`src/rtl/hazard_pkg.sv`:
```
// hazard_pkg: shared encodings and the shadow-stage entry for the hazard controller.
package hazard_pkg;
    localparam int REG_ADDR_W = 5;
    localparam logic [1:0] PC_SEQ = 2'b00;
    localparam logic [1:0] PC_BR = 2'b01;
    localparam logic [1:0] PC_J = 2'b10;
    localparam logic [1:0] PC_JR = 2'b11;
    localparam logic [1:0] FWD_RF = 2'b00;
    localparam logic [1:0] FWD_EXMEM = 2'b01;
    localparam logic [1:0] FWD_MEMWB = 2'b10;
    localparam logic [REG_ADDR_W-1:0] REG_ZERO = '0;
    typedef struct packed {
        logic valid;
        logic regwrite;
        logic memread;
        logic [REG_ADDR_W-1:0] waddr;
        logic [REG_ADDR_W-1:0] rs;
        logic [REG_ADDR_W-1:0] rt;
        logic usesRs;
        logic usesRt;
    } stage_entry_t;
endpackage

```
`src/rtl/hazard_ctrl_fwd_match.sv`:
```
// fwd_match: true when a used source register is written by a real writer (never $0).
module fwd_match
    import hazard_pkg::*;
(
    input  logic                  valid,
    input  logic                  regWrite,
    input  logic [REG_ADDR_W-1:0] waddr,
    input  logic [REG_ADDR_W-1:0] src,
    input  logic                  useSrc,
    output logic                  match
);
    assign match = valid & regWrite & (waddr != REG_ZERO) & useSrc & (src == waddr);
endmodule

```
`src/rtl/hazard_ctrl.sv`:
```
// hazard_ctrl: stall/flush/forward control from a registered EX/MEM/WB shadow.
// Define FORWARD_EN for forwarding with load-use stalls only; otherwise stall on any EX/MEM dependency.
module hazard_ctrl
    import hazard_pkg::*;
#(
    parameter int STALL_CNT_W = 16
) (
    input  logic                   clk,
    input  logic                   reset,
    input  logic                   ID_Valid,
    input  logic [REG_ADDR_W-1:0]  ID_Rs,
    input  logic [REG_ADDR_W-1:0]  ID_Rt,
    input  logic                   ID_UsesRs,
    input  logic                   ID_UsesRt,
    input  logic                   ID_RegWrite,
    input  logic [REG_ADDR_W-1:0]  ID_WriteAddr,
    input  logic                   ID_MemRead,
    input  logic [1:0]             ID_PCSrc,
    input  logic                   EX_BranchTaken,
    output logic                   Stall,
    output logic                   Flush_IF_ID,
    output logic                   Flush_ID_EX,
    output logic [1:0]             ForwardA,
    output logic [1:0]             ForwardB,
    output logic [STALL_CNT_W-1:0] StallCount
);
`ifdef FORWARD_EN
    localparam logic FWD_ON = 1'b1;
`else
    localparam logic FWD_ON = 1'b0;
`endif
    stage_entry_t ex, mem, wb;
    logic idRsEx, idRtEx, idRsMem, idRtMem;
    logic exRsMem, exRtMem, exRsWb, exRtWb;
    logic loadUse, hazard, branch, jump;
    logic unusedBits;
    fwd_match mIdRsEx (.valid(ex.valid), .regWrite(ex.regwrite), .waddr(ex.waddr), .src(ID_Rs), .useSrc(ID_UsesRs), .match(idRsEx));
    fwd_match mIdRtEx (.valid(ex.valid), .regWrite(ex.regwrite), .waddr(ex.waddr), .src(ID_Rt), .useSrc(ID_UsesRt), .match(idRtEx));
    fwd_match mIdRsMem (.valid(mem.valid), .regWrite(mem.regwrite), .waddr(mem.waddr), .src(ID_Rs), .useSrc(ID_UsesRs), .match(idRsMem));
    fwd_match mIdRtMem (.valid(mem.valid), .regWrite(mem.regwrite), .waddr(mem.waddr), .src(ID_Rt), .useSrc(ID_UsesRt), .match(idRtMem));
    fwd_match mExRsMem (.valid(mem.valid), .regWrite(mem.regwrite), .waddr(mem.waddr), .src(ex.rs), .useSrc(ex.usesRs), .match(exRsMem));
    fwd_match mExRtMem (.valid(mem.valid), .regWrite(mem.regwrite), .waddr(mem.waddr), .src(ex.rt), .useSrc(ex.usesRt), .match(exRtMem));
    fwd_match mExRsWb (.valid(wb.valid), .regWrite(wb.regwrite), .waddr(wb.waddr), .src(ex.rs), .useSrc(ex.usesRs), .match(exRsWb));
    fwd_match mExRtWb (.valid(wb.valid), .regWrite(wb.regwrite), .waddr(wb.waddr), .src(ex.rt), .useSrc(ex.usesRt), .match(exRtWb));
    assign unusedBits = ^{wb.memread, wb.rs, wb.rt, wb.usesRs, wb.usesRt,
                          mem.rs, mem.rt, mem.usesRs, mem.usesRt};
    always_comb begin
        loadUse = ID_Valid & ex.memread & (idRsEx | idRtEx);
        hazard = FWD_ON ? loadUse : ID_Valid & (idRsEx | idRtEx | idRsMem | idRtMem);
        branch = ~reset & EX_BranchTaken;
        jump = ~reset & ID_Valid & (ID_PCSrc == PC_J || ID_PCSrc == PC_JR);
        Stall = ~reset & ~branch & hazard;
        Flush_IF_ID = branch | (jump & ~Stall);
        Flush_ID_EX = branch | Stall;
        // A load still in MEM cannot supply EX/MEM data; fall back to the WB check
        ForwardA = (~FWD_ON | reset | ~ex.valid) ? FWD_RF :
                   (exRsMem & ~mem.memread) ? FWD_EXMEM : exRsWb ? FWD_MEMWB : FWD_RF;
        ForwardB = (~FWD_ON | reset | ~ex.valid) ? FWD_RF :
                   (exRtMem & ~mem.memread) ? FWD_EXMEM : exRtWb ? FWD_MEMWB : FWD_RF;
    end
    always_ff @(posedge clk) begin
        if (reset) begin
            ex <= '0;
            mem <= '0;
            wb <= '0;
            StallCount <= '0;
        end else begin
            wb <= mem;
            mem <= ex;
            ex <= (ID_Valid & ~Flush_ID_EX) ?
                  '{valid: 1'b1, regwrite: ID_RegWrite, memread: ID_MemRead, waddr: ID_WriteAddr,
                    rs: ID_Rs, rt: ID_Rt, usesRs: ID_UsesRs, usesRt: ID_UsesRt} : '0;
            if (Stall && StallCount != '1) StallCount <= StallCount + 1'b1;
        end
    end
endmodule
```
`config.mk`:
```
export PLATFORM = sky130hd
export DESIGN_NAME = hazard_ctrl
export DESIGN_NICKNAME = d
export VERILOG_FILES = /design/src/rtl/hazard_pkg.sv /design/src/rtl/hazard_ctrl_fwd_match.sv /design/src/rtl/hazard_ctrl.sv
export SDC_FILE = /design/constraint.sdc
export NUM_CORES = 1
export LEC_CHECK = 0
export CORE_UTILIZATION = 50
export DETAILED_ROUTE_END_ITERATION = 6
export GPL_ROUTABILITY_DRIVEN = 0
export PLACE_DENSITY_LB_ADDON = 0.25
export SLEW_MARGIN = 20
export SYNTH_ARGS = -nofsm -noshare
export SYNTH_HDL_FRONTEND = slang
export SYNTH_SLANG_ARGS = --single-unit
```
`constraint.sdc`:
```
create_clock -name clk -period 3.7 [get_ports clk]
set_clock_uncertainty 0.15 [all_clocks]
set_input_delay 0.555 -clock clk [delete_from_list [all_inputs] [get_ports clk]]
set_output_delay 0.555 -clock clk [all_outputs]
set_load 0.01 [all_outputs]
```
Yosys cells after proc, flatten, opt, wreduce, memory -nomap -nowiden
Cells that the tools add are included.
W data, S select, Z words.
Operators by class
  $add $sub $neg: 1
  equality and inequality tests: 7
  mux-type cells: 1
  bitwise logic cells: 30
  reductions and logical operators: 5
Operators by type and width (count)
  $and A1 B1 Y1: 20
  $eq A5 B5 Y1: 4
  $mux W20: 1
  $add A16 B1 Y16 const B: 1
  $ne A16 B16 Y1 const B: 1
  $reduce_bool A5 Y1: 2
  $not A1 Y1: 5
  $or A1 B1 Y1: 5
  $eq A2 B2 Y1 const B: 2
  $reduce_or A2 Y1: 1
  $logic_and A1 B1 Y1: 1
  $logic_or A1 B1 Y1: 1
Storage, ports and cells
  bits in registers: 30
  output and inout bits: 23
  logic and storage cells: 51

Longest topological paths before layout
  depth in word-level cells: 14
  gate-level depth with buffers: 8

Cells and area by module
From an unflattened synthesis, not the netlist that was laid out.
Second synthesis, totals
  cell total of the unflattened synthesis: 177
  area, all modules: 1551.5 µm²
Modules (own cells, without submodules)
  hazard_ctrl: times used 1, cells each 137, area an instance 1271.2 µm², seq. area each 600.6 µm²
  fwd_match: times used 4, cells each 10, area an instance 70.1 µm², seq. area each 0.0 µm²

Worst setup path after synthesis
No wires, ideal clock.
  kind: register -> output
  start point: register ex[13] (netlist bit)
  end point: output port Flush_IF_ID
  arrival: 1805 ps
  slack: 1190 ps
  cell stages (with the launch flop): 8
  path buffers: 2
  path through: dfxtp_1 or3_1 o311a_1 a22oi_4 buf_6 buf_6 nand3_1 a21oi_1
Between the ends
  longest elaborated chain between the ends: 12
Ends and longest elaborated chain
  start: declaration: RTL line hazard_ctrl.sv:32  | stage_entry_t ex, mem, wb;
  start signal: assignment: RTL line hazard_ctrl.sv:70  | ex <= (ID_Valid & ~Flush_ID_EX) ?
  $reduce_bool A5 Y1: RTL line hazard_ctrl_fwd_match.sv:12  | assign match = valid & regWrite & (waddr != REG_ZERO) & useSrc & (src == waddr);
  $and A1 B1 Y1 (3 in series): RTL line hazard_ctrl_fwd_match.sv:12
  $or A1 B1 Y1 (*) (3 in series): RTL line hazard_ctrl.sv:49  | hazard = FWD_ON ? loadUse : ID_Valid & (idRsEx | idRtEx | idRsMem | idRtMem);
  $and A1 B1 Y1 (*): RTL line hazard_ctrl.sv:49
  $and A1 B1 Y1 (*): RTL line hazard_ctrl.sv:52  | Stall = ~reset & ~branch & hazard;
  $not A1 Y1 (*): RTL line hazard_ctrl.sv:53  | Flush_IF_ID = branch | (jump & ~Stall);
  $and A1 B1 Y1 (*): RTL line hazard_ctrl.sv:53
  $or A1 B1 Y1 (*): RTL line hazard_ctrl.sv:53
  end: declaration: RTL line hazard_ctrl.sv:21  | output logic Flush_IF_ID,
Mark *: on every way between the ends. The rest lies on a longest branch, timed or not.

Worst setup path after layout
  start point: input port ID_Rt[3]
  end point: output port Flush_ID_EX
Between the ends
  longest elaborated chain between the ends: 8
Ends and longest elaborated chain
  start: declaration: RTL line hazard_ctrl.sv:12  | input logic [REG_ADDR_W-1:0] ID_Rt,
  $eq A5 B5 Y1: RTL line hazard_ctrl_fwd_match.sv:12
  $and A1 B1 Y1: RTL line hazard_ctrl_fwd_match.sv:12
  $or A1 B1 Y1 (2 in series): RTL line hazard_ctrl.sv:49
  $or A1 B1 Y1 (*): RTL line hazard_ctrl.sv:49
  $and A1 B1 Y1 (*): RTL line hazard_ctrl.sv:49
  $and A1 B1 Y1 (*): RTL line hazard_ctrl.sv:52
  $or A1 B1 Y1 (*): RTL line hazard_ctrl.sv:54  | Flush_ID_EX = branch | Stall;
  end: declaration: RTL line hazard_ctrl.sv:22  | output logic Flush_ID_EX,
Marks and branches as above.

==> flow_summary.ini <==
[floorplanning]
start_util_pct = 52.3
coreArea_sq_mm = 0.00334
pin_count = 48
rows = 21
die_w_um = 61.1
die_y_um = 61.1
dieArea_sq_mm = 0.00373

[logic_synthesis]
synth-xor-area-share_pct = 10.0
yosysTopAreaCell = dfxtp_1
syn_area_sq_mm = 0.00174
syn_area_per_cell_sq_um = 9.13
synthCells = 191
ys_warn_count = 0
yosysMostFrequentCell = dfxtp_1
synth_top_family_by_area = simple AND/OR/NAND/NOR gates
ys_ff_latch = 30
synth-edff-count = 0
seq_area_frac_synth_pct = 34.4
yosysTopAreaCellShare_pct = 34.4
synthArstFlopShare_pct = 0
synth_simple_gate_area_share_pct = 29.7
synth.top_cells.by_count = 30 x dfxtp_1, 20 x xnor2_1, 13 x nand2_1, 13 x nor2b_1, 12 x nand3_1
synth_compound_area_share_pct = 12.8
synth_top_cells_by_area = dfxtp_1 34%, xnor2_1 10%, mux2_4 5.2%, nor2b_1 4.7%, nand3_1 3.4%
synth_ff_type = dfxtp_1
yosys.cell_types.count = 41
synthMuxAreaShare_pct = 6.31
synthAdderAreaFrac_pct = 0.717

[drt]
drt_first_pass_iters = 4
routedWlPerCell_um = 13.5
drc = 0
via_per_inst = 5.56
first_iter_violations = 94
via_count = 1545
drtAntennaViolNets = 0
routed_wl_um = 3760

[timing]
fin_crit_ns = 3.20
rsz0062_at_grt = false
report.final.slew_viol_count = 0
post-route-period-util_pct = 86.5
final_hold_viol_count = 0
setup_viol = 0
setup_tns_ns = 0
worst_slack_ns = 0.499
fmaxAchievable_ghz = 0.312

[grt]
grt_remaining_overflow = 0
grt_pass1_vias = 1462
grt_usage_pct = 23.4
antenna_found_initial = 0
grt_pass1_wl_um = 6240
grt_max_degree = 32

[critical_path]
r2r_start = ex[13]$_SDFF_PP0_
ff2ff_path_depth = 6
path_class = in -> out
ff2ff_setup_slack_ns = 1.38
cp_max_fo = 4
critPathRequiredTime_ns = 2.99
r2r_end = StallCount[15]$_SDFFE_PP0P_
critPathCaptureType = primary output
worstSetupStartpointType = input pin
crit_arrival_ns = 2.50

[cts]
cts_buffers = 5
cts_buffer_depth = 2
postCtsHoldBufs = 0
cts_resized = 0
cts.sinks = 30
clk_pin_slew_ns = 0.08
htree_levels = 2
cts_tree = yes
post_cts_buffers = 0
cts-root-buf = clkbuf_4
insertion_delay_ns = 0.33

[pwr]
vdd_drop_max_uv = 201
p_leak_nw = 0.805
cellPowerDensity_mw_per_mm2 = 271

[placement]
dp.final_hpwl_um = 2880
placed_area_sq_mm = 0.00215
place_ws_ns = 0.507
io_buffers = 41
dp_cells = 270

[hold_path]
hp-start = ex[18]$_SDFF_PP0_
hold_path_depth = 1
hold_path_end = mem[18]$_SDFF_PP0_
hold_path_class = reg -> reg

[status]
outcome = finished clean

[final_layout]
final_nets = 257
stdcell_area_sq_mm = 0.00221
antenna_cells = 0
area_growth_pct = 26.8
fill_cells = 304
layout-drive-gt1-share_pct = 11.2
finish.utilization_pct = 66.3
layout.cells.non_filler = 278

[job]
max_cap_violations = 0
[critical path, cell delays in order]
cell	delay [ns]
clkdlybuf4s50_1	0.52
xnor2_1	0.14
nand4_1	0.14
o22ai_2	0.29
a22oi_4	0.13
o22ai_1	0.15
clkdlybuf4s50_1	0.56
[registers in the layout, indices dropped and copies added (netlist names)]
register    count
StallCount     16
ex              7
mem             7
[layout make-up]
type / instances / area (sq um) / share of cell area [%]
flip-flops and latches: 30 / 601 / 27.1
clock inverters: 1 / 5.00 / 0.226
multi-input cells: 148 / 1050 / 47.6
well taps: 46 / 57.6 / 2.60
clock buffers: 7 / 55.1 / 2.49
inverters: 2 / 7.51 / 0.339
repair buffers: 44 / 433 / 19.6
[power breakdown]
group	internal (mW)	switching, mW	leakage, nW
combinational	0.0407	0.0311	0.527
clock	0.0919	0.107	0.0353
sequential	0.326	0.00339	0.243
total	0.459	0.142	0.805
[placed cells by master (no fill, tap or decap), types with 4 or more instances in the layout]
cell,n
clkdlybuf4s50_1,41
dfxtp_1,30
xnor2_1,20
nand2_1,13
nor2b_1,13
nand3_1,12
nor2_1,11
and3_1,8
nand4_1,7
a21oi_1,7
mux2_4,6
clkbuf_4,5
nor3_2,4
o31ai_1,4
conb_1,4
[cells by family (layout without fill, tap and decap cells)]
logic type,after synthesis,count (layout)
compound gates,27,27
xor+xnor,20,20
fa+ha+maj,1,1
buf+inv,16,54
flops,30,30
mux,8,8
other cells,1,4
simple gates,88,88
[worst max path at each step]
stage,from,end,slack [ns]
CTS,ex[13]$_SDFF_PP0_,Flush_IF_ID,0.50
global route,ex[13]$_SDFF_PP0_,Flush_IF_ID,0.40
detailed placement,ID_Rt[3],Flush_ID_EX,0.51
floorplan,ex[13]$_SDFF_PP0_,Flush_IF_ID,1.19
finish,ID_Rt[3],Flush_ID_EX,0.50
global placement,ID_Rt[3],Flush_ID_EX,0.56
[layer usage]
layer	track usage (%)	up-vias	share of wire, %
met1	28.7	731	46
li1	-	762	-
met3	6.30	5	5.0
met4	10.1	0	1.6
met5	0	-	0
met2	38.5	47	48
[through the flow]
step	hold slack (ns)	total power, mW
final	0.327	0.600
after global routing	0.347	0.627
after CTS	0.328	0.608
after detailed placement	0.316	0.409
after global placement	0.304	0.406
after floorplan	0.288	0.375
(Power assumes the default switching activity.)
